--- src/rtl/uart_pkg.sv ---
// Shared types and constants for the memory-mapped UART peripheral.
package uart_pkg;

    typedef enum logic [1:0] {
        IDLE  = 2'd0,
        START = 2'd1,
        DATA  = 2'd2,
        STOP  = 2'd3
    } uart_state_t;

    localparam int CTRL_SEND      = 0;
    localparam int CTRL_NEW_RX    = 1;
    localparam int CTRL_FRAME_ERR = 2;

    localparam int UART_DATA_BITS = 8;

endpackage

--- src/rtl/uart_rx_core.sv ---
// 8N1 receiver: input synchroniser, start-bit glitch filter, mid-bit sampler.
// Latency: rx_valid/rx_frame_err pulse one cycle after the stop-bit sample; no backpressure (a new byte overwrites rx_byte).
module uart_rx_core
    import uart_pkg::*;
#(
    parameter int CLKS_PER_BIT = 1042,
    parameter int SYNC_STAGES  = 2
) (
    input  logic                      clk_i,
    input  logic                      rst_n_i,
    input  logic                      rx_i,
    output logic [UART_DATA_BITS-1:0] rx_byte,
    output logic                      rx_valid,
    output logic                      rx_frame_err
);

    localparam int            CW        = $clog2(CLKS_PER_BIT);
    localparam logic [CW-1:0] BIT_LAST  = CW'(CLKS_PER_BIT - 1);
    localparam logic [CW-1:0] HALF_LAST = CW'(CLKS_PER_BIT / 2 - 1);

    logic [SYNC_STAGES-1:0]    sync_q;
    logic                      rx_s;
    logic                      rx_prev;
    uart_state_t               rx_state;
    logic [CW-1:0]             rx_cnt;
    logic [2:0]                rx_bit;
    logic [UART_DATA_BITS-1:0] rx_shift;

    assign rx_s = sync_q[SYNC_STAGES-1];

    always_ff @(posedge clk_i or negedge rst_n_i) begin
        if (!rst_n_i) begin
            sync_q       <= '1;
            rx_prev      <= 1'b1;
            rx_state     <= IDLE;
            rx_cnt       <= '0;
            rx_bit       <= '0;
            rx_shift     <= '0;
            rx_byte      <= '0;
            rx_valid     <= 1'b0;
            rx_frame_err <= 1'b0;
        end else begin
            sync_q       <= (sync_q << 1) | SYNC_STAGES'(rx_i);
            rx_prev      <= rx_s;
            rx_valid     <= 1'b0;
            rx_frame_err <= 1'b0;
            case (rx_state)
                IDLE: begin
                    // Edge detection needs a high line first, so a low line after a bad stop never re-triggers.
                    if (rx_prev && !rx_s) begin
                        rx_state <= START;
                        rx_cnt   <= CW'(1);
                    end
                end
                START: begin
                    if (rx_cnt == HALF_LAST) begin
                        rx_cnt <= '0;
                        if (rx_s) begin
                            rx_state <= IDLE;
                        end else begin
                            rx_state <= DATA;
                            rx_bit   <= '0;
                        end
                    end else begin
                        rx_cnt <= rx_cnt + 1'b1;
                    end
                end
                DATA: begin
                    if (rx_cnt == BIT_LAST) begin
                        rx_cnt   <= '0;
                        rx_shift <= {rx_s, rx_shift[UART_DATA_BITS-1:1]};
                        if (rx_bit == 3'(UART_DATA_BITS - 1)) begin
                            rx_state <= STOP;
                        end else begin
                            rx_bit <= rx_bit + 1'b1;
                        end
                    end else begin
                        rx_cnt <= rx_cnt + 1'b1;
                    end
                end
                STOP: begin
                    if (rx_cnt == BIT_LAST) begin
                        rx_cnt   <= '0;
                        rx_state <= IDLE;
                        if (rx_s) begin
                            rx_byte  <= rx_shift;
                            rx_valid <= 1'b1;
                        end else begin
                            rx_frame_err <= 1'b1;
                        end
                    end else begin
                        rx_cnt <= rx_cnt + 1'b1;
                    end
                end
                default: rx_state <= IDLE;
            endcase
        end
    end

endmodule

--- src/rtl/uart_interface.sv ---
// Memory-mapped UART: control/data registers, 8N1 transmitter, embedded receiver.
// Latency: tx_o starts the frame one cycle after the send strobe; no backpressure (busy sends are dropped).
module uart_interface
    import uart_pkg::*;
#(
    parameter int CLKS_PER_BIT = 1042,
    parameter int SYNC_STAGES  = 2
) (
    input  logic        clk_i,
    input  logic        rst_n_i,
    input  logic        we_ctrl_i,
    input  logic        we_data_i,
    input  logic [31:0] data_i,
    output logic [31:0] out_uartc_o,
    output logic [31:0] out_uart_o,
    input  logic        rx_i,
    output logic        tx_o
);

    localparam int            CW       = $clog2(CLKS_PER_BIT);
    localparam logic [CW-1:0] BIT_LAST = CW'(CLKS_PER_BIT - 1);

    uart_state_t               tx_state;
    logic [CW-1:0]             tx_cnt;
    logic [2:0]                tx_bit;
    logic [UART_DATA_BITS-1:0] tx_hold;
    logic [UART_DATA_BITS-1:0] tx_shift;
    logic                      send;
    logic                      new_rx;
    logic                      frame_err;
    logic [UART_DATA_BITS-1:0] rx_byte;
    logic                      rx_valid;
    logic                      rx_frame_err;
    logic                      tx_start;
    logic                      data_unused;

    assign data_unused = ^data_i[31:UART_DATA_BITS];

    // The frame starts on the strobe edge itself, so it latches tx_hold before a same-edge data write.
    assign tx_start = we_ctrl_i && data_i[CTRL_SEND] && (tx_state == IDLE);

    always_ff @(posedge clk_i or negedge rst_n_i) begin
        if (!rst_n_i) begin
            tx_state <= IDLE;
            tx_cnt   <= '0;
            tx_bit   <= '0;
            tx_hold  <= '0;
            tx_shift <= '0;
            send     <= 1'b0;
            tx_o     <= 1'b1;
        end else begin
            if (we_data_i) begin
                tx_hold <= data_i[UART_DATA_BITS-1:0];
            end
            case (tx_state)
                IDLE: begin
                    tx_o <= 1'b1;
                    if (tx_start) begin
                        tx_state <= START;
                        tx_shift <= tx_hold;
                        tx_cnt   <= '0;
                        send     <= 1'b1;
                        tx_o     <= 1'b0;
                    end
                end
                START: begin
                    if (tx_cnt == BIT_LAST) begin
                        tx_cnt   <= '0;
                        tx_state <= DATA;
                        tx_bit   <= '0;
                        tx_o     <= tx_shift[0];
                        tx_shift <= tx_shift >> 1;
                    end else begin
                        tx_cnt <= tx_cnt + 1'b1;
                    end
                end
                DATA: begin
                    if (tx_cnt == BIT_LAST) begin
                        tx_cnt <= '0;
                        if (tx_bit == 3'(UART_DATA_BITS - 1)) begin
                            tx_state <= STOP;
                            tx_o     <= 1'b1;
                        end else begin
                            tx_bit   <= tx_bit + 1'b1;
                            tx_o     <= tx_shift[0];
                            tx_shift <= tx_shift >> 1;
                        end
                    end else begin
                        tx_cnt <= tx_cnt + 1'b1;
                    end
                end
                STOP: begin
                    if (tx_cnt == BIT_LAST) begin
                        tx_cnt   <= '0;
                        tx_state <= IDLE;
                        send     <= 1'b0;
                    end else begin
                        tx_cnt <= tx_cnt + 1'b1;
                    end
                end
                default: tx_state <= IDLE;
            endcase
        end
    end

    // Hardware set beats a software clear landing on the same edge.
    always_ff @(posedge clk_i or negedge rst_n_i) begin
        if (!rst_n_i) begin
            new_rx    <= 1'b0;
            frame_err <= 1'b0;
        end else begin
            if (rx_valid) begin
                new_rx <= 1'b1;
            end else if (we_ctrl_i && !data_i[CTRL_NEW_RX]) begin
                new_rx <= 1'b0;
            end
            if (rx_frame_err) begin
                frame_err <= 1'b1;
            end else if (we_ctrl_i && !data_i[CTRL_FRAME_ERR]) begin
                frame_err <= 1'b0;
            end
        end
    end

    uart_rx_core #(
        .CLKS_PER_BIT (CLKS_PER_BIT),
        .SYNC_STAGES  (SYNC_STAGES)
    ) u_rx (
        .clk_i        (clk_i),
        .rst_n_i      (rst_n_i),
        .rx_i         (rx_i),
        .rx_byte      (rx_byte),
        .rx_valid     (rx_valid),
        .rx_frame_err (rx_frame_err)
    );

    assign out_uartc_o = {29'b0, frame_err, new_rx, send};
    assign out_uart_o  = {{(32 - UART_DATA_BITS){1'b0}}, rx_byte};

endmodule

--- config.mk ---
export PLATFORM = sky130hd
export DESIGN_NAME = uart_interface
export DESIGN_NICKNAME = d
export VERILOG_FILES = /design/src/rtl/uart_pkg.sv /design/src/rtl/uart_rx_core.sv /design/src/rtl/uart_interface.sv
export SDC_FILE = /design/constraint.sdc
export NUM_CORES = 1
export LEC_CHECK = 0
export ABC_AREA = 1
export CORE_MARGIN = 4
export CORE_UTILIZATION = 60
export CTS_CLUSTER_SIZE = 28
export DETAILED_ROUTE_END_ITERATION = 7
export DONT_BUFFER_PORTS = 1
export PLACE_DENSITY = 0.76
export SLEW_MARGIN = 40
export SYNTH_ARGS = -nofsm -noshare
export SYNTH_HDL_FRONTEND = slang
export SYNTH_HIERARCHICAL = 1
export SYNTH_SLANG_ARGS = --single-unit
--- constraint.sdc ---
create_clock -name clk_i -period 1.94 [get_ports clk_i]
set_input_delay 0.388 -clock clk_i [delete_from_list [all_inputs] [get_ports clk_i]]
set_output_delay 0.388 -clock clk_i [all_outputs]
set_load 0.005 [all_outputs]
==> results.md <==
- Status: finished, violations left
- Failing checks: negative hold slack
- Latest clock arrival within the worst-skew pair: 0.35 ns
- Final setup violating endpoints: 0
- Slew Viols, Final: 0
- Grt ovf: 0
- Fin crit period: 1.750 ns
- Via count: approximately 2,900
- #FFs+latches synth: 73
- GP Congestion: between 0.8 and 0.9
- Nets@finish: 546
- Ys async rst share: 1.000
- CTS buffer count: 9
- Worst Path Required: about 2.2 ns
- Core area: roughly 7000 sq um
- Met3 routed WL: between 300 and 400 microns
- Hold Crit Class: input pin to async pin
- Layout cells sized above 1: 0.1700
- CP startpoint kind: flop
- Crit end category: flop
- Arr. time, crit path: 1.98 ns
- RSZ-0062 raised after global routing: false
- Wl on met1: 3276 microns
- Cell Count Post-Placement: slightly below 600
- Io pins: slightly above 100
- Fillers: approximately 600
- Clock buffer depth: 2
- Total GRT Usage: 0.1751
- Placed cell areas: between 4000 and 5000 sq um
- CP max FO: 16
- Vias in the first global route: between 2,000 and 3,000
- Period utilization: 0.9022
- Final Hold Fails: 73
- Final HPWL DP: around 5300 microns
- Critical path type: flop to flop
- Clock Pin Slew Worst Setup and Hold Paths: about 0.08 ns
- Ys Warns: 6
- Core Util, Final: 0.6279
- Setup Fix Bufs, Post-CTS: 0
- CTS root buf: clkbuf_8
- Avg Vias per Cell: approximately 4.9
- Die ar.: around 8600 sq um
- Peak supply drop: roughly 0.00073 V
- Area of the multi-input gates: between 1500 and 2000 sq um
- Std cell rows: 30
- Starting Density: 0.6242
- DRT Pass-1 Iters: 4
- Reported max-cap violation count: 0
- Sequential cell area: roughly 1800 sq um
- Leakage: between 2 and 2.5 nW
- PD cells: between 1000 and 1500 nW/um^2
- Post_cts resized: 0
- IO buf count: 0
- Drt wl/cell: roughly 12 microns
- Finished Layout Cells: a little under 600
- Reg2Reg Setup Slack: 0.19 ns
- Ys flop type: dfrtp_1
- Synth cell types: 40
- Antenna violations before repair: 0
- Post-synthesis instance total: ~500
- DR iter-0 viols: 80
- Total negative slack: 0 ns
- ANT nets after route: 0
- H-tree levels: 3
- Seq/Total Area, Yosys: 0.4272
- Design area: 4313 sq um
- Post-synth EDFFs: 0
- # diodes: 0
- CTS tree: yes
- FF-to-FF End: tx_shift[3]
- RR Startpoint: tx_state[0]
- Hold Slack: -0.2739 ns
- Met2 WL: between 3000 and 4000 microns
- Max frequency: 571.3 MHz
- Layout Skew: about 0.0070 ns
- Clock Sinks: 73
- First-pass GRT wire length: 12,250 microns
- Residual DRC: 0
- Die width: 92.54 microns
- WL final: 7261 microns
- Die Y: about 90 microns
- Layout area overhead: 0.5837%
- R2R depth: 7
- Average cell area after synthesis: 8.662 sq um
- Largest net degree at the start of global routing: 74
- Max Used Layer: met4
- Synthesized area: about 4300 sq um
-- per-layer routing --
layer | track usage | vias up
li1 | - | 1473
met1 | 0.2208 | 1371
met2 | 0.2979 | 60
met3 | 0.03574 | 10
met4 | 0.06188 | 0
met5 | 0 | -
-- per-stage QoR --
step | power, W | setup slack, ns
after floorplan | 0.003924 | 0.3757
after global placement | 0.004069 | 0.2708
after detailed placement | 0.004157 | 0.2259
after CTS | 0.005431 | 0.1961
after global routing | 0.005821 | 0.09955
final | 0.005402 | 0.1897
-- worst max-delay path, cell delays in order, from the launching register on --
cell and delay [ns]:
dfrtp_1 0.41, inv_1 0.10, ha_1 0.24, or2_2 0.35, nand2_4 0.11, nand3b_4 0.21, nand2_1 0.14, o21ai_2 0.06
-- power breakdown --
group,switching (W),internal (W)
clock network,0.000617,0.000645
logic,0.00130,0.000710
registers,0.000291,0.00184
total,0.00221,0.00319
-- cell families (layout without fill, tap and decap cells) --
group | Yosys count | in the layout | share of synthesized area
and+or+nand+nor | 197 | 197 | 0.2288
buffers and inverters | 125 | 78 | 0.1719
AOI/OAI and AO/OA | 76 | 76 | 0.1115
DFF | 73 | 73 | 0.4272
adders and majority gates | 14 | 14 | 0.04085
xor gates and xnor gates | 8 | 8 | 0.01634
other | 1 | 53 | 0.0008746
muxes | 1 | 1 | 0.002626
-- cell usage in the layout, fill, tap and decap left out, drive strengths merged --
cell,synthesis,routed
clkinvlp,0,1
bufinv,0,1
nand2,120,120
o31ai,1,1
a21oi,7,7
clkinv,0,1
o21bai,3,3
conb,1,53
o211ai,2,2
o22ai,6,6
dfrtp,69,69
a31o,1,1
buf,62,1
xor2,7,7
inv,61,64
or2,3,3
mux2,1,1
o21ai,56,56
nand4,5,5
clkbuf,1,10
nor2,30,30
xnor2,1,1
nand3b,3,3
nor3,7,7
ha,14,14
dfstp,4,4
nand3,29,29
-- worst max-delay path by stage --
stage	cells after the start	endpoint	slack, ns	from
CTS	7	tx_shift[3]	0.20	tx_state[0]
finish	7	tx_shift[3]	0.19	tx_state[0]
global placement	7	tx_shift[3]	0.27	tx_state[0]
detailed placement	7	tx_shift[3]	0.23	tx_state[0]
floorplan	8	tx_shift[5]	0.38	tx_state[0]
global route	7	tx_shift[3]	0.1	tx_state[0]
-- synth_stat cells (all sizes together) (2+ instances only) --
cell	number	share of area
dfstp	4	0.025
a21oi	7	0.0082
nand3b	3	0.0082
nand2	120	0.11
nor2	30	0.035
buf	62	0.11
o21ai	56	0.082
inv	61	0.053
o22ai	6	0.0088
nand3	29	0.048
dfrtp	69	0.40
o211ai	2	0.0035
ha	14	0.041
o21bai	3	0.0053
xor2	7	0.014
nand4	5	0.0073
nor3	7	0.012
or2	3	0.0044
-- flip-flops by register name (all words and copies together), names as in the netlist, named ones only --
name and cells:
frame_err 1, new_rx 1, send 1, tx_bit 3, tx_cnt 11, tx_hold 8
tx_o 1, tx_shift 8, tx_state 2, u_rx/rx_bit 3, u_rx/rx_byte 8, u_rx/rx_cnt 11
u_rx/rx_frame_err 1, u_rx/rx_prev 1, u_rx/rx_shift 8, u_rx/rx_state 1, u_rx/rx_valid 1, u_rx/sync_q 2
-- area by class of cell --
class / count / area share
clock buffers: 10 / 0.03191
clock inverters: 6 / 0.01683
inverters: 61 / 0.05309
multi-input cells: 349 / 0.4439
flip-flops and latches: 73 / 0.4247
well taps: 96 / 0.02785
repair buffers: 1 / 0.001741
Note: power is estimated with default switching activity, not from simulation.
